===== src/rtl/pll_sup_pkg.sv =====
// Shared definitions for the PLL lock supervisor: state encoding and
// elaboration-time sizing helpers.
package pll_sup_pkg;

    // State encoding is also exported on the STATE debug port.
    typedef enum logic [2:0] {
        ST_PLL_RST   = 3'd0,
        ST_WAIT_LOCK = 3'd1,
        ST_STABLE    = 3'd2,
        ST_RUN       = 3'd3,
        ST_FAIL      = 3'd4
    } pll_state_t;

    // Number of bits needed to hold the values 0..value-1.
    // clog2(1) = 0, clog2(2) = 1, clog2(4096) = 12.
    function automatic int clog2(input int value);
        int result;
        result = 0;
        for (int i = 0; i < 31; i++) begin
            if ((1 << i) < value) begin
                result = i + 1;
            end
        end
        return result;
    endfunction

    function automatic int max3(input int a, input int b, input int c);
        int m;
        m = (a > b) ? a : b;
        m = (m > c) ? m : c;
        return m;
    endfunction

    // Width of a counter holding 0..max_value, never narrower than one bit.
    function automatic int count_width(input int max_value);
        int w;
        w = clog2(max_value + 1);
        return (w < 1) ? 1 : w;
    endfunction

endpackage


===== src/rtl/sync2.sv =====
// Two-flop synchroniser for a single asynchronous level input.
// Both flops clear to 0 on reset so an unsynchronised LOCK is never
// reported as locked straight out of reset.
module sync2 (
    input  logic clk,
    input  logic rst,
    input  logic d,
    output logic q
);

    logic meta_reg;
    logic sync_reg;

    // First flop may go metastable; second flop gives it a cycle to settle.
    always_ff @(posedge clk or posedge rst) begin
        if (rst) begin
            meta_reg <= 1'b0;
            sync_reg <= 1'b0;
        end else begin
            meta_reg <= d;
            sync_reg <= meta_reg;
        end
    end

    assign q = sync_reg;

endmodule


===== src/rtl/pll_lock_supervisor.sv =====
// Reset/lock sequencer for one or more PLLs feeding the recorder core.
// Holds the PLLs in reset, waits for every LOCK to assert, requires the
// lock to stay up for a stability window, then releases the core reset.
// Lock timeouts retry the PLL reset a bounded number of times before
// latching FAIL; lock loss while running restarts the whole sequence.
module pll_lock_supervisor
    import pll_sup_pkg::*;
#(
    parameter int NUM_PLL      = 1,
    parameter int RESET_CYCLES = 64,
    parameter int LOCK_STABLE  = 256,
    parameter int LOCK_TIMEOUT = 4096,
    parameter int MAX_RETRIES  = 3,
    parameter int CNT_W        = 8
) (
    input  logic                                REFERENCECLK,
    input  logic                                RESET,
    input  logic [NUM_PLL-1:0]                  LOCK_IN,
    input  logic                                RELOCK_REQ,
    output logic                                PLL_RESETB,
    output logic                                CORE_RESET,
    output logic                                LOCKED,
    output logic                                FAIL,
    output logic [count_width(MAX_RETRIES)-1:0] RETRY_COUNT,
    output logic [CNT_W-1:0]                    LOSS_COUNT,
    output logic [2:0]                          STATE
);

    localparam int TIMER_MAX = max3(RESET_CYCLES, LOCK_STABLE, LOCK_TIMEOUT);
    localparam int TIMER_W   = (clog2(TIMER_MAX) < 1) ? 1 : clog2(TIMER_MAX);
    localparam int RETRY_W   = count_width(MAX_RETRIES);

    // Terminal timer values: the timer starts at 0 on entry to a state,
    // so an N-cycle interval ends when the timer reads N-1.
    localparam logic [TIMER_W-1:0] RESET_LAST   = TIMER_W'(RESET_CYCLES - 1);
    localparam logic [TIMER_W-1:0] STABLE_LAST  = TIMER_W'(LOCK_STABLE - 1);
    localparam logic [TIMER_W-1:0] TIMEOUT_LAST = TIMER_W'(LOCK_TIMEOUT - 1);
    localparam logic [RETRY_W-1:0] RETRY_LIMIT  = RETRY_W'(MAX_RETRIES);
    localparam logic [CNT_W-1:0]   LOSS_SAT     = {CNT_W{1'b1}};

    // ------------------------------------------------------------------
    // LOCK synchronisation: one synchroniser per PLL, all must be locked.
    // ------------------------------------------------------------------
    logic [NUM_PLL-1:0] lock_sync;
    logic               lock_all;

    for (genvar gi = 0; gi < NUM_PLL; gi++) begin : g_lock_sync
        sync2 u_sync2 (
            .clk (REFERENCECLK),
            .rst (RESET),
            .d   (LOCK_IN[gi]),
            .q   (lock_sync[gi])
        );
    end

    assign lock_all = &lock_sync;

    // ------------------------------------------------------------------
    // Sequencer state, interval timer and status counters.
    // ------------------------------------------------------------------
    pll_state_t         state_reg,  state_next;
    logic [TIMER_W-1:0] timer_reg,  timer_next;
    logic [RETRY_W-1:0] retry_reg,  retry_next;
    logic [CNT_W-1:0]   loss_reg,   loss_next;

    // Outputs are registered decodes of the next state so that they move
    // on exactly the same edge as STATE and never glitch.
    logic pll_resetb_reg, pll_resetb_next;
    logic core_reset_reg, core_reset_next;
    logic locked_reg,     locked_next;
    logic fail_reg,       fail_next;

    // Next-state, timer and counter update, followed by output decode.
    always_comb begin
        state_next = state_reg;
        timer_next = timer_reg;
        retry_next = retry_reg;
        loss_next  = loss_reg;

        if (RELOCK_REQ) begin
            // A relock request overrides everything, including a lock drop
            // seen in the same cycle, so it is never counted as a loss.
            state_next = ST_PLL_RST;
            timer_next = '0;
            retry_next = '0;
        end else begin
            unique case (state_reg)
                ST_PLL_RST: begin
                    if (timer_reg == RESET_LAST) begin
                        state_next = ST_WAIT_LOCK;
                        timer_next = '0;
                    end else begin
                        timer_next = timer_reg + TIMER_W'(1);
                    end
                end

                ST_WAIT_LOCK: begin
                    // Lock is tested first so a lock arriving on the timeout
                    // cycle is accepted rather than triggering a retry.
                    if (lock_all) begin
                        state_next = ST_STABLE;
                        timer_next = '0;
                    end else if (timer_reg == TIMEOUT_LAST) begin
                        timer_next = '0;
                        if (retry_reg == RETRY_LIMIT) begin
                            state_next = ST_FAIL;
                        end else begin
                            state_next = ST_PLL_RST;
                            retry_next = retry_reg + RETRY_W'(1);
                        end
                    end else begin
                        timer_next = timer_reg + TIMER_W'(1);
                    end
                end

                ST_STABLE: begin
                    // A glitch only restarts the wait; the PLL keeps running
                    // and the attempt is not counted as a retry.
                    if (!lock_all) begin
                        state_next = ST_WAIT_LOCK;
                        timer_next = '0;
                    end else if (timer_reg == STABLE_LAST) begin
                        state_next = ST_RUN;
                        timer_next = '0;
                        retry_next = '0;
                    end else begin
                        timer_next = timer_reg + TIMER_W'(1);
                    end
                end

                ST_RUN: begin
                    retry_next = '0;
                    timer_next = '0;
                    if (!lock_all) begin
                        state_next = ST_PLL_RST;
                        if (loss_reg != LOSS_SAT) begin
                            loss_next = loss_reg + CNT_W'(1);
                        end
                    end
                end

                ST_FAIL: begin
                    timer_next = '0;
                end

                default: begin
                    state_next = ST_PLL_RST;
                    timer_next = '0;
                    retry_next = '0;
                end
            endcase
        end

        pll_resetb_next = (state_next == ST_WAIT_LOCK) ||
                          (state_next == ST_STABLE)    ||
                          (state_next == ST_RUN);
        core_reset_next = (state_next != ST_RUN);
        locked_next     = (state_next == ST_RUN);
        fail_next       = (state_next == ST_FAIL);
    end

    // State, counters and decoded outputs; RESET returns everything to the
    // start of a fresh PLL reset immediately, without waiting for a clock.
    always_ff @(posedge REFERENCECLK or posedge RESET) begin
        if (RESET) begin
            state_reg      <= ST_PLL_RST;
            timer_reg      <= '0;
            retry_reg      <= '0;
            loss_reg       <= '0;
            pll_resetb_reg <= 1'b0;
            core_reset_reg <= 1'b1;
            locked_reg     <= 1'b0;
            fail_reg       <= 1'b0;
        end else begin
            state_reg      <= state_next;
            timer_reg      <= timer_next;
            retry_reg      <= retry_next;
            loss_reg       <= loss_next;
            pll_resetb_reg <= pll_resetb_next;
            core_reset_reg <= core_reset_next;
            locked_reg     <= locked_next;
            fail_reg       <= fail_next;
        end
    end

    assign PLL_RESETB  = pll_resetb_reg;
    assign CORE_RESET  = core_reset_reg;
    assign LOCKED      = locked_reg;
    assign FAIL        = fail_reg;
    assign RETRY_COUNT = retry_reg;
    assign LOSS_COUNT  = loss_reg;
    assign STATE       = state_reg;

endmodule


===== config.mk =====
export PLATFORM = sky130hd
export DESIGN_NAME = pll_lock_supervisor
export DESIGN_NICKNAME = d
export VERILOG_FILES = /design/src/rtl/pll_sup_pkg.sv /design/src/rtl/sync2.sv /design/src/rtl/pll_lock_supervisor.sv
export SDC_FILE = /design/constraint.sdc
export NUM_CORES = 1
export LEC_CHECK = 0
export ABC_AREA = 0
export CORE_ASPECT_RATIO = 0.6
export CORE_MARGIN = 2
export CORE_UTILIZATION = 48
export DETAILED_ROUTE_END_ITERATION = 10
export PLACE_DENSITY = 0.83
export SLEW_MARGIN = 20
export SYNTH_ARGS = -nofsm -noshare
export SYNTH_HDL_FRONTEND = slang
export SYNTH_SLANG_ARGS = --single-unit

===== constraint.sdc =====
create_clock -name REFERENCECLK -period 2 [get_ports REFERENCECLK]
set_input_delay 0.4 -clock REFERENCECLK [delete_from_list [all_inputs] [get_ports REFERENCECLK]]
set_output_delay 0.4 -clock REFERENCECLK [all_outputs]
set_load 0.005 [all_outputs]

==> results.yml <==
run_status:
  status: "complete, no violations"
route:
  wl_um: 3670
  dr.pass1.iters: 4
  drc: 0
  wl_met3_um: 164
  viasPerCell: 5.73
  route.detailed.wl_per_inst_um: 16.3
  ant_nets: 0
  top_layer: "met4"
  wl_met2_um: 1600
  wl_met1_um: 1840
  drt_iter0_drc: 105
  dr_total_vias: 1290
setup_path:
  crit_arrival_ps: 2060
  worst_setup_path_end_kind: "register"
  r2r_cells: 4
  worstSetupPathType: "reg2reg"
  cp-start-kind: "register"
  cp_max_fo: 6
  required_ps: 2180
timing:
  slew_viol_final: 0
  final-hold-violation-count: 0
  setup_viol: 0
  rsz0062_at_grt: "no"
  skew_ps: 3.09
  relSlewSlack: 0.703
  fmaxAchievable_mhz: 530
  finalCriticalPeriod_ps: 1890
  worstMarginPinSlew_ps: 444
  setup_tns_ps: 0
  period_share: 0.943
flow_run:
  drv_cap: 0
clocking:
  numCtsBuffers: 5
  cts_root_buffer: "clkbuf_8"
  tritoncts: "built"
  clock_sinks: 31
  post_cts_buffers: 0
  cts_max_path_buffers: 2
  path_clk_slew_ps: 60
  clk_latency_ps: 290
  cts_resized: 0
  ctsHtreeMaxLevel: 2
  holdBufCountCts: 0
floorplanning:
  start_util: 0.506
  core_sq_um: 3280
  num_rows: 16
  ios: 21
  die_y_um: 49.6
  fp.dieW_um: 79.9
  dieArea_sq_um: 3960
yosys:
  synth_area_per_cell_sq_um: 10.6
  netlist_area_sq_um: 1660
  synth_edf_count: 0
  synth_ff_type: "dfrtp_1"
  yosysUniqueCellTypes: 43
  ys_async_sr_fraction: 1.00
  synth_fp_nets: 163
  ys_seq_area_frac: 0.468
  ys_seq_elements: 31
  yosys_warnings: 0
  syn_inst: 156
power_and_ir_drop:
  total_leakage_power_nw: 0.861
  p_switching_w: 0.000279
  p_sw_frac: 0.224
  vdd_ir_drop_max_v: 0.000434
  p_total_w: 0.00125
  p_per_area_nw_per_um2: 623
  seqPwrFrac: 0.517
  p_clk_frac: 0.445
  combPwrFrac: 0.038
  p_int_w: 0.000967
global_routing:
  overflow: 0
  grt_usage: 0.209
  grt_pass1_vias: 1184
  grt_max_degree: 32
  grt_pass1_wl_um: 6110
  antenna_found_initial: 0
final_layout:
  nets: 186
  num_antenna_cells: 0
  layoutNonFillerInstCount: 225
  drive_gt1_frac: 0.144
  largest_register_ffs: 12
  fin_util: 0.609
  area_growth_pct: 20.4
place:
  placedCellCount: 217
  dpl.hpwl_um: 2560
  portBuffers: 20
  gp_congestion: 0.807
worst_hold_path:
  hp-class: "reg2reg"
  min_path_cells: 0
==> per-stage QoR <==
| step | setup WS, ps | hold WS (ps) | instance area, sq um |
|---|---|---|---|
| 2_1_floorplan | 298 | 331 | 1660 |
| 3_3_place_gp | 206 | 333 | 1900 |
| 3_5_place_dp | 132 | 353 | 1900 |
| 4_1_cts | 133 | 367 | 2000 |
| 5_1_grt | 21.5 | 366 | 2000 |
| 6_report | 115 | 364 | 2000 |
==> cell families (layout without fill, tap and decap cells) <==
logic type / Yosys count / in the layout / share of synthesized area
AND/OR/NAND/NOR: 57 / 57 / 0.198
flip-flops: 31 / 31 / 0.468
AO/OA/AOI/OAI: 26 / 26 / 0.127
XOR/XNOR: 19 / 19 / 0.100
buffers and inverters: 16 / 40 / 0.0588
multiplexers: 4 / 4 / 0.0256
adder cells (fa/ha/maj): 3 / 3 / 0.0226
==> path summary, 6_finish.rpt <==
check / startpoint / endpoint / slack (ps)
setup / recovery: timer_reg[8]$_DFF_PP0_ / RETRY_COUNT[0]$_DFFE_PP0P_ / 110
hold / removal: g_lock_sync[0].u_sync2.meta_reg$_DFF_PP0_ / g_lock_sync[0].u_sync2.q$_DFF_PP0_ / 360
setup reg to reg: timer_reg[8]$_DFF_PP0_ / RETRY_COUNT[0]$_DFFE_PP0P_ / 110
hold reg to reg: g_lock_sync[0].u_sync2.meta_reg$_DFF_PP0_ / g_lock_sync[0].u_sync2.q$_DFF_PP0_ / 360
max in group asynchronous: RESET / CORE_RESET$_DFF_PP1_ / 1210
min in group asynchronous: RESET / timer_reg[6]$_DFF_PP0_ / 480
==> layer usage <==
layer	global-route usage	vias up
met4	0.110	0
li1	-	605
met3	0.0440	8
met2	0.281	36
met5	0	-
met1	0.314	641
==> synth_stat cells (3+ instances only) <==
library cell | count | area (sq um)
a211oi_1 | 12 | 90.1
and3_1 | 3 | 18.8
buf_2 | 3 | 15.0
buf_6 | 4 | 45.0
dfrtp_1 | 30 | 751
ha_1 | 3 | 37.5
inv_1 | 6 | 22.5
nand2_1 | 12 | 45.0
nand3_1 | 8 | 40.0
nand4_1 | 7 | 43.8
nor2_1 | 10 | 37.5
nor3_1 | 4 | 20.0
xnor2_1 | 3 | 26.3
xor2_1 | 16 | 140
==> power groups by stage <==
stage                     Sequential (W)  Combinational (W)  Clock [W]
after detailed placement        0.000655          0.0000470          0
after CTS                       0.000644          0.0000475   0.000562
after global routing            0.000645          0.0000516   0.000596
final                           0.000644          0.0000467   0.000555
after global placement          0.000654          0.0000443          0
after floorplan                 0.000651          0.0000303          0
==> worst max-delay path: stages (launching register included) <==
cell      delay (ps)
dfrtp_1          460
nor4_4           430
nand4_1          160
a211oi_2         350
mux2_2           370
==> cell type report <==
type                       count  area (sq um)
sequential                    31           777
multi-input combinational    109           786
tap                           45          56.3
inverter                       6          22.5
clock buffer                   8           100
fill                         280          1280
timing repair buffer          26           258
==> cells in the final DEF, fill, tap and decap left out, types with 2 or more instances in the layout <==
| master | netlist | layout |
|---|---|---|
| a211oi_1 | 12 | 12 |
| a31oi_1 | 2 | 2 |
| and3_1 | 3 | 3 |
| buf_4 | 1 | 5 |
| clkbuf_8 | 0 | 7 |
| clkdlybuf4s50_1 | 0 | 20 |
| dfrtp_1 | 30 | 30 |
| ha_1 | 3 | 3 |
| inv_1 | 6 | 6 |
| mux2_2 | 2 | 2 |
| mux2i_1 | 2 | 2 |
| nand2_1 | 12 | 12 |
| nand3_1 | 8 | 8 |
| nand4_1 | 7 | 7 |
| nor2_1 | 10 | 10 |
| nor2b_1 | 2 | 2 |
| nor3_1 | 4 | 4 |
| or3b_1 | 2 | 2 |
| xnor2_1 | 3 | 3 |
| xor2_1 | 16 | 16 |
(Power assumes the default switching activity.)
